$ cat src/rtl/pipelined_addsub.sv
// pipelined_addsub
//   Fully pipelined add/subtract unit with block-level start/done/idle/ready
//   handshake. Accepts one operation per clock; a result appears PIPE_STAGES-1
//   edges after the accepting edge. Supports signed or unsigned operands,
//   wrap or saturate on overflow, and reports overflow/borrow alongside the
//   result.
//
// Parameters
//   DATA_WIDTH   operand/result width (2..64)
//   PIPE_STAGES  acceptance-to-result latency in clock edges (1..8)
//   SIGNED       1 = two's-complement operands, 0 = unsigned
//   SATURATE     1 = clamp on overflow, 0 = wrap modulo 2^DATA_WIDTH
//
// Ports
//   ap_clk    in   clock, rising edge
//   ap_rst    in   synchronous reset, active-high
//   ap_start  in   accept x/y/op on this edge
//   ap_ready  out  high whenever not in reset
//   ap_done   out  one-cycle pulse per completed operation
//   ap_idle   out  nothing in flight and no request pending
//   op        in   0 = x+y, 1 = x-y
//   x, y      in   operands
//   result    out  sum/difference, valid with ap_done, held otherwise
//   ovf       out  overflow/borrow flag, valid with ap_done, held otherwise

module pipelined_addsub #(
   parameter int DATA_WIDTH  = 32,
   parameter int PIPE_STAGES = 3,
   parameter int SIGNED      = 1,
   parameter int SATURATE    = 0
) (
   input  logic                  ap_clk,
   input  logic                  ap_rst,
   input  logic                  ap_start,
   output logic                  ap_ready,
   output logic                  ap_done,
   output logic                  ap_idle,
   input  logic                  op,
   input  logic [DATA_WIDTH-1:0] x,
   input  logic [DATA_WIDTH-1:0] y,
   output logic [DATA_WIDTH-1:0] result,
   output logic                  ovf
);

   localparam int W  = DATA_WIDTH;
   localparam int NP = PIPE_STAGES;

   // vld[i] marks an operation accepted i edges ago; the top bit is ap_done.
   logic [NP-1:0] vld;
   logic          in_flight;

   // Returns {ovf, result}. The raw sum is formed one bit wider so the top
   // bit is the unsigned carry (add) or borrow (sub).
   function automatic logic [W:0] calc(input logic [W-1:0] a,
                                       input logic [W-1:0] b,
                                       input logic         sub);
      logic [W:0]   raw;
      logic         ov;
      logic [W-1:0] res;
      raw = sub ? ({1'b0, a} - {1'b0, b}) : ({1'b0, a} + {1'b0, b});
      if (SIGNED != 0) begin
         // Subtraction overflows when A and ~B share a sign, i.e. A and B differ.
         if (sub)
            ov = (a[W-1] != b[W-1]) && (raw[W-1] != a[W-1]);
         else
            ov = (a[W-1] == b[W-1]) && (raw[W-1] != a[W-1]);
      end else begin
         ov = raw[W];
      end
      res = raw[W-1:0];
      if ((SATURATE != 0) && ov) begin
         if (SIGNED != 0)
            // The sign of A gives the overflow direction in both add and sub.
            res = a[W-1] ? {1'b1, {(W-1){1'b0}}} : {1'b0, {(W-1){1'b1}}};
         else
            res = sub ? '0 : '1;
      end
      return {ov, res};
   endfunction

   assign ap_ready = ~ap_rst;
   assign ap_done  = vld[NP-1];
   assign ap_idle  = ~ap_start & ~in_flight & ~ap_done;

   generate
      if (NP == 1) begin : g_single
         // Compute straight from the ports into the output register.
         assign in_flight = 1'b0;

         always_ff @(posedge ap_clk) begin
            if (ap_rst) begin
               vld    <= '0;
               result <= '0;
               ovf    <= 1'b0;
            end else begin
               vld <= ap_start;
               if (ap_start)
                  {ovf, result} <= calc(x, y, op);
            end
         end
      end else begin : g_multi
         logic [W-1:0] s0_x;
         logic [W-1:0] s0_y;
         logic         s0_op;
         logic [W:0]   s0_calc;
         logic [W:0]   dpipe [1:NP-1];

         assign in_flight = |vld[NP-2:0];

         always_ff @(posedge ap_clk) begin
            if (ap_rst)
               vld <= '0;
            else
               vld <= {vld[NP-2:0], ap_start};
         end

         // Operand capture; gated so idle-cycle inputs never enter the datapath.
         always_ff @(posedge ap_clk) begin
            if (ap_start && !ap_rst) begin
               s0_x  <= x;
               s0_y  <= y;
               s0_op <= op;
            end
         end

         assign s0_calc = calc(s0_x, s0_y, s0_op);

         always_ff @(posedge ap_clk) begin
            if (ap_rst)
               dpipe[1] <= '0;
            else if (vld[0])
               dpipe[1] <= s0_calc;
         end

         // Each stage only moves on a valid bit, so the last stage holds
         // its value between completions.
         for (genvar g = 2; g < NP; g++) begin : g_stage
            always_ff @(posedge ap_clk) begin
               if (ap_rst)
                  dpipe[g] <= '0;
               else if (vld[g-1])
                  dpipe[g] <= dpipe[g-1];
            end
         end

         assign {ovf, result} = dpipe[NP-1];
      end
   endgenerate

endmodule
$ cat config.mk
export PLATFORM = sky130hd
export DESIGN_NAME = pipelined_addsub
export DESIGN_NICKNAME = d
export VERILOG_FILES = /design/src/rtl/pipelined_addsub.sv
export SDC_FILE = /design/constraint.sdc
export NUM_CORES = 1
export LEC_CHECK = 0
export BUFFER_PORTS_ARGS = -buffer_cell sky130_fd_sc_hd__buf_2
export CAP_MARGIN = 25
export CORE_MARGIN = 4
export CORE_UTILIZATION = 35
export DETAILED_ROUTE_END_ITERATION = 8
export PLACE_DENSITY = 0.63
export REMOVE_ABC_BUFFERS = 1
export SLEW_MARGIN = 0
export SYNTH_ARGS = -nofsm -noshare
export SYNTH_HDL_FRONTEND = slang
export SYNTH_SLANG_ARGS = --single-unit
$ cat constraint.sdc
create_clock -name ap_clk -period 10.5 [get_ports ap_clk]
set_input_delay 2.1 -clock ap_clk [delete_from_list [all_inputs] [get_ports ap_clk]]
set_output_delay 2.1 -clock ap_clk [all_outputs]
set_load 0.03 [all_outputs]
# Word level (Yosys, flattened, before mapping)
# Memory sizes are Yosys's and may differ from the RTL's.
# Cells that the tools add are included.
totals:
  latch_bits: 0
  input_bits: 68
  rom_bits: 0
  regBits: 68
  mem_bits_rw: 66
  word_cells: 35
  n_memories: 1
  out_inout_bits: 36
op_classes:
  n_lt_le_gt_ge: 0
  mul: 0
  bitwise: 8
  n_shift: 0
  n_reduce_logical: 5
  mux: 12
  div_mod_pow: 0
  add_sub_neg: 2
  n_eq_ne: 3
memory_table:
  columns: ["memory", "words", "word_bits", "rd", "rd_ports_with_merged_regs", "write_ports", "line", "source"]
  rows:
  - ["g_multi.dpipe", 2, 33, 2, 0, 2, "106", "logic [W:0] dpipe [1:NP-1];"]
ops:
  columns: ["op", "n"]
  rows:
  - ["2-to-1 mux 33 bit", 2]
  - ["adder 32 bit", 1]
  - ["2-to-1 mux 32 bit", 1]
  - ["subtractor 32 bit", 1]
  - ["2-to-1 mux 1 bit", 9]
  - ["inverter 1 bit", 4]
  - ["logical AND 1 bit", 3]
  - ["bitwise AND 1 bit", 2]
  - ["inequality test 1 bit", 2]
  - ["OR 1 bit", 2]
  - ["OR reduction 2 bit", 1]
  - ["equality test 1 bit", 1]
  - ["zero test 1 bit", 1]

# Depth between registers and ports, before layout
# Gate-level depths: netlist of the first run.
logic_depth:
  word_depth: 6
  ltp_mapped: 16
  ltp_nobuf: 15

# Least setup slack after synthesis of the first run
# No wires, ideal clock.
synth_timing:
  path_type: "input-to-reg"
  start: "input ap_rst"
  end: "register g_multi.s0_op, enable pin"
  required_ns: 10.003
  path_stages: 1
  slack_ns: 4.997
  t_arrival_ns: 5.006
  path_buffers: 0
  cell_sequence: "nor2b_1"
synth_via:
  elab_chain_cells: 2
synth_lines:
  columns: ["item", "line", "source"]
  rows:
  - ["from (decl)", "33", "input logic ap_rst,"]
  - ["zero test 1 bit", "119", "if (ap_start && !ap_rst) begin"]
  - ["logical AND 1 bit", "119", null]
  - ["to (signal assigned)", "122", "s0_op <= op;"]
  - ["to (decl)", "104", "logic s0_op;"]
# Every way passes these cells.
# A chain may end at the register's enable or synchronous reset.

# Worst setup path after layout of the first run
layout_timing:
  start: "input ap_start"
  end: "output ap_idle"
layout_via:
  elab_chain_cells: 3
layout_lines:
  columns: ["item", "line", "source"]
  rows:
  - ["from (decl)", "34", "input logic ap_start,"]
  - ["inverter 1 bit", "83", "assign ap_idle = ~ap_start & ~in_flight & ~ap_done;"]
  - ["bitwise AND 1 bit (2 in a row)", "83", null]
  - ["to (decl)", "37", "output logic ap_idle,"]
# Every way passes these cells.

==> results.md, run 1 <==
- Row cnt: between 50 and 60
- First-pass GRT wire length: about 25 mm
- Final period utilization: a little under half
- CTS buffer count: 17
- Yosys warns: 0
- Worst-path clk slew: around 0.060 ns
- Ranking of synthesized cells by area: edfxtp_1 (55%), ha_1 (5.6%), xnor2_1 (4.7%)
- Final Core Density: 42.4%
- CTS max path bufs: 2
- Leak: roughly 3.3 nW
- Total GRT Usage: a little over an eighth
- Chip width: roughly 150 µm
- Fin Setup TNS: 0 ns
- Post-synth cell types: 62
- Initial core utilization: between 30 and 40%
- Initial antenna violation count: 0
- Worst path cell trace: buf_2 > nor4_1 > buf_2
- Synth Flop Type: edfxtp_1
- RSZ-0062 raised after global routing: false
- Avg WL per Cell: around 15 µm
- Slew @ Worst Pin: slightly below 0.8 ns
- Core box area: 0.0202 mm²
- Final setup violation count: 0
- Setup Buffers After CTS: 0
- Rel. slew slack: 47.3%
- Post-synth top area share: between 50% and 60%
- Grt ovf: 0
- Layout Nets: between 800 and 900
- # Max-Cap Violations: 0
- P&R area growth vs syn: 19.5%
- Clk sinks: 134
- Crit path kind: in -> out
- CP arrival: between 2 and 3 ns
- EDFF count, synth: around 130
- DRC viols: 0
- Peak supply drop: approximately 0.10 mV
- Largest net degree at the start of global routing: 66
- Antenna diodes: 0
- Count of input and output buffers: roughly 100
- Cell type with the largest total area after synthesis: edfxtp_1
- Fmax: between 200 and 250 MHz
- Cts repair resizes: 0
- Final min period: around 4.8 ns
- Worst Setup End Kind: primary output
- Register area share after synthesis: 55.9%
- Final hold violations: 0
- Hold-fix buffers, CTS: 0
- Register area: 0.00399 mm²
- Total power: 0.00151 W
- Status: finished, final reports clean
- Hold Crit Class: reg -> reg
- ANT nets after route: 0
- Die Y-Extent: ~150 µm
- Post-Syn Area: 0.00715 mm²
- Async S/R FF share, synth: 0%
- Slowest stage delay, CP: 0.27 ns
- Clock insertion delay at the later pin of the skew report: around 0.42 ns
- Worst-case clock skew: 0.00746 ns
- H-Tree Depth: 4
- Total area of multi-input combinational cells: 0.00300 mm²
- Hpwl dp: approximately 12 mm
- Clock root buffer: clkbuf_16
- Gate Count Post-Synth: between 600 and 700
- Die footprint: 0.0228 mm²
- Initial DRC Count: 338
- Pins Over Slew Limit: 0
- Synth Area per Inst: between 10 and 15 µm²
- Flops & latches, synth: ~130
- Slowest CP cell: nor4_1
- CP Max Fanout: 3
- CP Launch Type: input port
- I/O Pins: between 100 and 150
- RD Place Congestion: roughly 0.83
- FILL cells: roughly 1,900
- Clock tree from TritonCTS: yes
- Via Count: around 4,900
- Vias in the first global route: between 4,000 and 5,000
- Pre-Repair DR Iteration Count: 4
- CP required: approximately 8.4 ns
- Cell repeated most along the worst path: buf_2
- Vias per cell: slightly below 5
- Overall routed net length: about 15 mm
- Pwr Density: 177 mW/mm²
- Share of cells above drive strength 1: between 20% and 30%
final timing paths:
path	start	endpoint	slack (ns)	depth (start not counted)
worst max register to register	g_multi.s0_y[5]	g_multi.dpipe[1][28]	6.38	13
worst max-delay path	ap_start	ap_idle	5.67	3
worst min register to register	g_multi.dpipe[1][2]	g_multi.dpipe[2][2]	0.51	1
worst min-delay path	g_multi.dpipe[1][2]	g_multi.dpipe[2][2]	0.51	1
report_power, final:
| part | leakage, nW | internal (W) | switching (W) |
|---|---|---|---|
| combinational | 1.64 | 0.000118 | 0.000187 |
| sequential | 1.36 | 0.000626 | 0.0000165 |
| clock | 0.269 | 0.000346 | 0.000217 |
| total | 3.26 | 0.00109 | 0.000420 |
cells in the mapped netlist (2+ instances only):
master,n
nor3b_1,3
or2_2,2
a21oi_1,52
nor4_1,12
o21bai_1,2
xnor2_1,38
edfxtp_1,131
a31oi_1,8
nand2_1,29
o21ai_0,25
a211o_1,2
ha_1,32
clkbuf_1,16
a2111oi_4,2
buf_2,3
or3_1,2
o21a_1,10
o211ai_1,2
and3_1,4
nor3_1,36
nand2b_1,5
dfxtp_1,3
nand3_1,11
a2111oi_0,3
inv_1,21
and2_1,36
mux2i_1,5
a2111o_1,2
nor2b_1,5
a21o_1,13
nand4_1,11
xor2_1,5
a2111oi_2,4
nor2_1,41
and4_1,4
a211oi_1,7
a221oi_1,3
state kept, by name, summed over array words and instances (netlist names):
name / count
g_multi.s0_x: 32
g_multi.s0_y: 32
vld: 3
g_multi.dpipe: 66
g_multi.s0_op: 1
per-layer routing:
metal / global-route usage [%] / vias up / part of all wire, %
met2: 21.4 / 97 / 46
met5: 0 / - / 0
met3: 3.17 / 15 / 4.7
met4: 5.49 / 0 / 1.8
li1: - / 2543 / -
met1: 18.6 / 2273 / 48
through the flow:
stage          cells  hold slack [ns]  cell area (µm²)  setup WS (ns)
2_1_floorplan    594            0.497             7070           5.00
3_3_place_gp     970            0.504             7950           5.71
3_5_place_dp     971            0.503             7980           5.67
4_1_cts         1003            0.513             8540           5.66
5_1_grt         1003            0.528             8540           5.60
6_report        1003            0.509             8540           5.67
cell families after synthesis:
logic type      count (synthesis)  synth area share [%]
simple gates                  210                  15.7
compound gates                147                  14.2
fa+ha+maj                      33                  5.88
flops                         134                  55.9
xor+xnor                       43                  5.27
buf+inv                        43                  2.33
mux                             5                 0.700
placed cells by master, fill, tap and decap left out, types with 17 or more instances in the layout:
| cell type | instances |
|---|---|
| ha_1 | 32 |
| clkbuf_16 | 17 |
| and2_1 | 36 |
| nor2_1 | 41 |
| xnor2_1 | 38 |
| nand2_1 | 29 |
| inv_1 | 21 |
| edfxtp_1 | 131 |
| a21oi_1 | 52 |
| o21ai_0 | 25 |
| nor3_1 | 36 |
| buf_2 | 103 |
worst max-delay path: cells and delay by family:
family        cells  cell delay, ns
buf+inv           2            0.36
simple gates      1            0.27
layout make-up:
| class | instances | area share (%) |
|---|---|---|
| flip-flops and latches | 134 | 46.7 |
| multi-input cells | 438 | 35.1 |
| repair buffers | 107 | 6.62 |
| clock buffers | 18 | 5.02 |
| well taps | 270 | 3.95 |
| clock inverters | 14 | 1.60 |
| inverters | 22 | 0.967 |
Note: power is estimated with default switching activity, not from simulation.
==> inputs of run 2 (changes only) <==
--- a/config.mk
+++ b/config.mk
@@ -5,12 +5,13 @@
 export SDC_FILE = /design/constraint.sdc
 export NUM_CORES = 1
 export LEC_CHECK = 0
+export ABC_AREA = 1
 export BUFFER_PORTS_ARGS = -buffer_cell sky130_fd_sc_hd__buf_2
 export CAP_MARGIN = 25
 export CORE_MARGIN = 4
 export CORE_UTILIZATION = 35
 export DETAILED_ROUTE_END_ITERATION = 8
-export PLACE_DENSITY = 0.63
+export PLACE_DENSITY = 0.65
 export REMOVE_ABC_BUFFERS = 1
 export SLEW_MARGIN = 0
 export SYNTH_ARGS = -nofsm -noshare
==> constraint.sdc (replaced) <==
create_clock -name ap_clk -period 4.2 [get_ports ap_clk]
set_input_delay 0.84 -clock ap_clk [delete_from_list [all_inputs] [get_ports ap_clk]]
set_output_delay 0.84 -clock ap_clk [all_outputs]
set_load 0.03 [all_outputs]
==> run 2 against run 1 <==
  * Design area rose by 3.6%
  * Sequential cell count did not move
  * Total power rose to 2.6 times the previous value
  * Clock power rose to 2.8 times the previous value
  * Critical path type is now reg -> reg
  * Sequential share of layout area fell by 1.6 points
==> results.md, run 2 <==
- Commonest cells after routing, fill and taps aside: nand2_1 (163), nor2_1 (137), edfxtp_1 (131) (was edfxtp_1 (131), buf_2 (103), a21oi_1 (52))
- Worst Hold Depth: 2 (was 1)
- Worst reg2reg path endpoint: g_multi.dpipe[1][32] (was g_multi.dpipe[1][28])
- Layout Nets: 1,029 (was 821)
- Avg WL per Cell: 13.4 µm (was 14.9 µm)
- H-Tree Depth: 4 (unchanged)
- Post-synth top area share: 53.6% (was 55.0%)
- Gate Count Post-Synth: 810 (was 615)
- Ranking of synthesized cells by area: edfxtp_1 (54%), nand2_1 (8.3%), nor2_1 (7.1%) (was edfxtp_1 (55%), ha_1 (5.6%), xnor2_1 (4.7%))
- Initial antenna violation count: 0 (unchanged)
- Die footprint: 0.0233 mm² (was 0.0228 mm²)
- Final min period: about 3.4 ns
- CTS buffer count: 17 (unchanged)
- Fmax: 290 MHz
- Synth cell count leaders: nand2_1 (163), nor2_1 (138), edfxtp_1 (131) (was edfxtp_1 (131), a21oi_1 (52), nor2_1 (41))
- Worst path cell trace: inv_2 > nand2_2 > o21a_1 > o21ai_0 > xor2_1 > ha_1 > nand2_1 > inv_1 > a21oi_1 > nand2_1 > a21oi_1 > nand2_1 > nand2_1 > nand2_1 > nor2_1 > nor2_1 (was buf_2 > nor4_1 > buf_2)
- Slew @ Worst Pin: 0.761 ns (was 0.791 ns)
- Hold Startpoint: vld[1] (was g_multi.dpipe[1][2])
- Initial DRC Count: 288 (was 338)
- Worst-case clock skew: 0.00606 ns (was 0.00746 ns)
- Pins Over Slew Limit: 0 (unchanged)
- Xor and xnor area share after synthesis: 3.58% (was 5.27%)
- Hold-fix buffers, CTS: 0 (unchanged)
- Clk network pwr share: 39.3% (was 37.3%)
- CP arrival: 3.62 ns (was 2.73 ns)
- FILL cells: 2,038 (was 1,935)
- Total area of multi-input combinational cells: 0.00287 mm² (was 0.00300 mm²)
- Overall routed net length: 16.2 mm (was 15.0 mm)
- Share of cells above drive strength 1: 18.6% (was 21.3%)
- Status: finished, final reports clean (unchanged)
- Largest net degree at the start of global routing: 66 (unchanged)
- Crit path kind: reg -> reg (was in -> out)
- Switch share: 28.8% (was 27.8%)
- Reg2reg path depth: 16 (was 13)
- Crit-path leading delay family: simple AND/OR/NAND/NOR gates (was buffers and inverters)
- Clk sinks: 134 (unchanged)
- Antenna diodes: 0 (unchanged)
- Cts repair resizes: 0 (unchanged)
- Synth Area in Simple Gates: 21.1% (was 15.7%)
- Die Y-Extent: 153 µm (was 151 µm)
- RR Startpoint: g_multi.s0_op (was g_multi.s0_y[5])
- Synth Flop Type: edfxtp_1 (unchanged)
- Peak supply drop: 0.291 mV (was 0.102 mV)
- CP required: 4.37 ns (was 8.40 ns)
- Biggest register: g_multi.dpipe (unchanged)
- Post-synthesis adder-cell area fraction: 5.73% (was 5.88%)
- Via Count: 5,586 (was 4,928)
- Flop2flop setup slack: 0.75 ns (was 6.38 ns)
- Pwr Density: 449 mW/mm² (was 177 mW/mm²)
- Buf/Inv on CP: 2 (unchanged)
- P&R area growth vs syn: 20.6% (was 19.5%)
- Flops & latches, synth: 134 (unchanged)
- Final setup violation count: 0 (unchanged)
- Clock tree from TritonCTS: yes (unchanged)
- Clock insertion delay at the later pin of the skew report: 0.42 ns (about the same)
- Worst-path clk slew: 0.06 ns (about the same)
- RSZ-0062 raised after global routing: false (unchanged)
- Final period utilization: between 80% and 90%
- Slowest CP cell: edfxtp_1 (was nor4_1)
- Initial core utilization: 35.9% (was 35.5%)
- Hold Path Sink: vld[2] (was g_multi.dpipe[2][2])
- Internal power: 0.00283 W (was 0.00109 W)
- Vias in the first global route: 5,522 (was 4,842)
- # Max-Cap Violations: 0 (unchanged)
- Leak: 3.82 nW (was 3.26 nW)
- Hold_ws: 0.464 ns (was 0.509 ns)
- Register area: 0.00399 mm² (unchanged)
- Post-synth cell types: 33 (was 62)
- Setup Buffers After CTS: 0 (unchanged)
- Register area share after synthesis: 54.4% (was 55.9%)
- Pre-Repair DR Iteration Count: 4 (unchanged)
- DRC viols: 0 (unchanged)
- Rel. slew slack: 49.3% (was 47.3%)
- Total GRT Usage: 14.2% (was 13.7%)
- EDFF count, synth: 131 (unchanged)
- Clock root buffer: clkbuf_16 (unchanged)
- Proportion of synthesized area in mux cells: 0.136% (was 0.700%)
- RD Place Congestion: 0.932 (was 0.827)
- Hold Crit Class: reg -> reg (unchanged)
- Post-Syn Area: 0.00734 mm² (was 0.00715 mm²)
- Largest registers: g_multi.dpipe x66, g_multi.s0_x x32, g_multi.s0_y x32 (unchanged)
- Cell type with the largest total area after synthesis: edfxtp_1 (unchanged)
- Yosys warns: 0 (unchanged)
- Vias per cell: 4.61 (was 4.91)
- Async S/R FF share, synth: 0% (unchanged)
- I/O Pins: 104 (unchanged)
- Commonest non-fill, non-tap cell in the layout: nand2_1 (was edfxtp_1)
- Worst Setup End Kind: register (was primary output)
- Flop pwr share: 40.9% (was 42.5%)
- Switching pwr: 0.00115 W (was 0.000420 W)
- Fin Setup TNS: 0 ns (unchanged)
- Slowest stage delay, CP: 0.73 ns (was 0.27 ns)
- Largest family of logic cells by synthesized area: simple AND/OR/NAND/NOR gates (unchanged)
- Grt ovf: 0 (unchanged)
- Row cnt: 52 (unchanged)
- Final hold violations: 0 (unchanged)
- CTS max path bufs: 2 (unchanged)
- Largest register FFs: 66 (unchanged)
- CP Max Fanout: 19 (was 3)
- ANT nets after route: 0 (unchanged)
- Chip width: 153 µm (was 151 µm)
- First-pass GRT wire length: 26.8 mm (was 24.6 mm)
- Logic pwr share: 19.8% (was 20.2%)
- CP Launch Type: register (was input port)
- Core box area: 0.0204 mm² (was 0.0202 mm²)
- Cell repeated most along the worst path: nand2_1 (was buf_2)
- Synth Area in Compound Gates: 8.54% (was 14.2%)
- Hpwl dp: 12.8 mm (was 11.5 mm)
- Final Core Density: 43.3% (was 42.4%)
- Synth Area per Inst: 9.06 µm² (was 11.6 µm²)
- Top-count cell post-synth: nand2_1 (was edfxtp_1)
- Count of input and output buffers: 103 (unchanged)
## run 2: tightest hold or removal path: cells and delay by family (launching register included)
| kind | cells | cell delay, ns |
|---|---|---|
| buf+inv | 1 | 0.06 |
| flops | 1 | 0.31 |
| simple gates | 1 | 0.05 |
## run 2: layer usage
metal / track usage (%) / vias up / share of wire (%)
met5: 0 / - / 0
met4: 4.84 / 0 / 1.6
met3: 3.72 / 17 / 5.9
met2: 22.2 / 143 / 45
met1: 19.4 / 2504 / 48
li1: - / 2922 / -
## run 2: per-stage QoR
| step | instance area [µm²] | instances | setup WS [ns] | total power [W] |
|---|---|---|---|---|
| floorplan | 7300 | 801 | 0.0849 | 0.00222 |
| global placement | 8190 | 1178 | 0.914 | 0.00243 |
| detailed placement | 8190 | 1178 | 0.818 | 0.00243 |
| CTS | 8820 | 1210 | 0.805 | 0.00402 |
| global route | 8850 | 1211 | 0.414 | 0.00420 |
| finish | 8850 | 1211 | 0.753 | 0.00398 |
## run 2: logic make-up after synthesis
logic type,count (synthesis)
xor gates and xnor gates,30
AOI/OAI and AO/OA,113
adders and majority gates,33
muxes,1
buffers and inverters,127
and+or+nand+nor,372
DFF,134
## run 2: layout make-up
type / count / area share, %
inverter: 118 / 5.00
multi-input combinational: 549 / 32.5
tap: 270 / 3.82
clock inverter: 15 / 2.30
timing repair buffer: 108 / 6.47
clock buffer: 17 / 4.81
sequential: 134 / 45.1
## run 2: power by group through the flow
stage          Sequential (W)  Clock (W)  Combinational [W]
2_1_floorplan         0.00169          0           0.000528
3_3_place_gp          0.00165          0           0.000776
3_5_place_dp          0.00166          0           0.000779
4_1_cts               0.00163    0.00160           0.000784
5_1_grt               0.00164    0.00166           0.000898
6_report              0.00163    0.00156           0.000787
## run 2: worst max path at each step
stage | startpoint | end | slack, ns | cells after the start
2_1_floorplan | ap_start | g_multi.s0_op | 0.08 | 2
3_3_place_gp | g_multi.s0_y[0] | g_multi.dpipe[1][26] | 0.91 | 20
3_5_place_dp | g_multi.s0_op | g_multi.dpipe[1][32] | 0.82 | 16
4_1_cts | g_multi.s0_op | g_multi.dpipe[1][32] | 0.80 | 16
5_1_grt | g_multi.s0_op | g_multi.dpipe[1][32] | 0.41 | 16
6_report | g_multi.s0_op | g_multi.dpipe[1][32] | 0.75 | 16
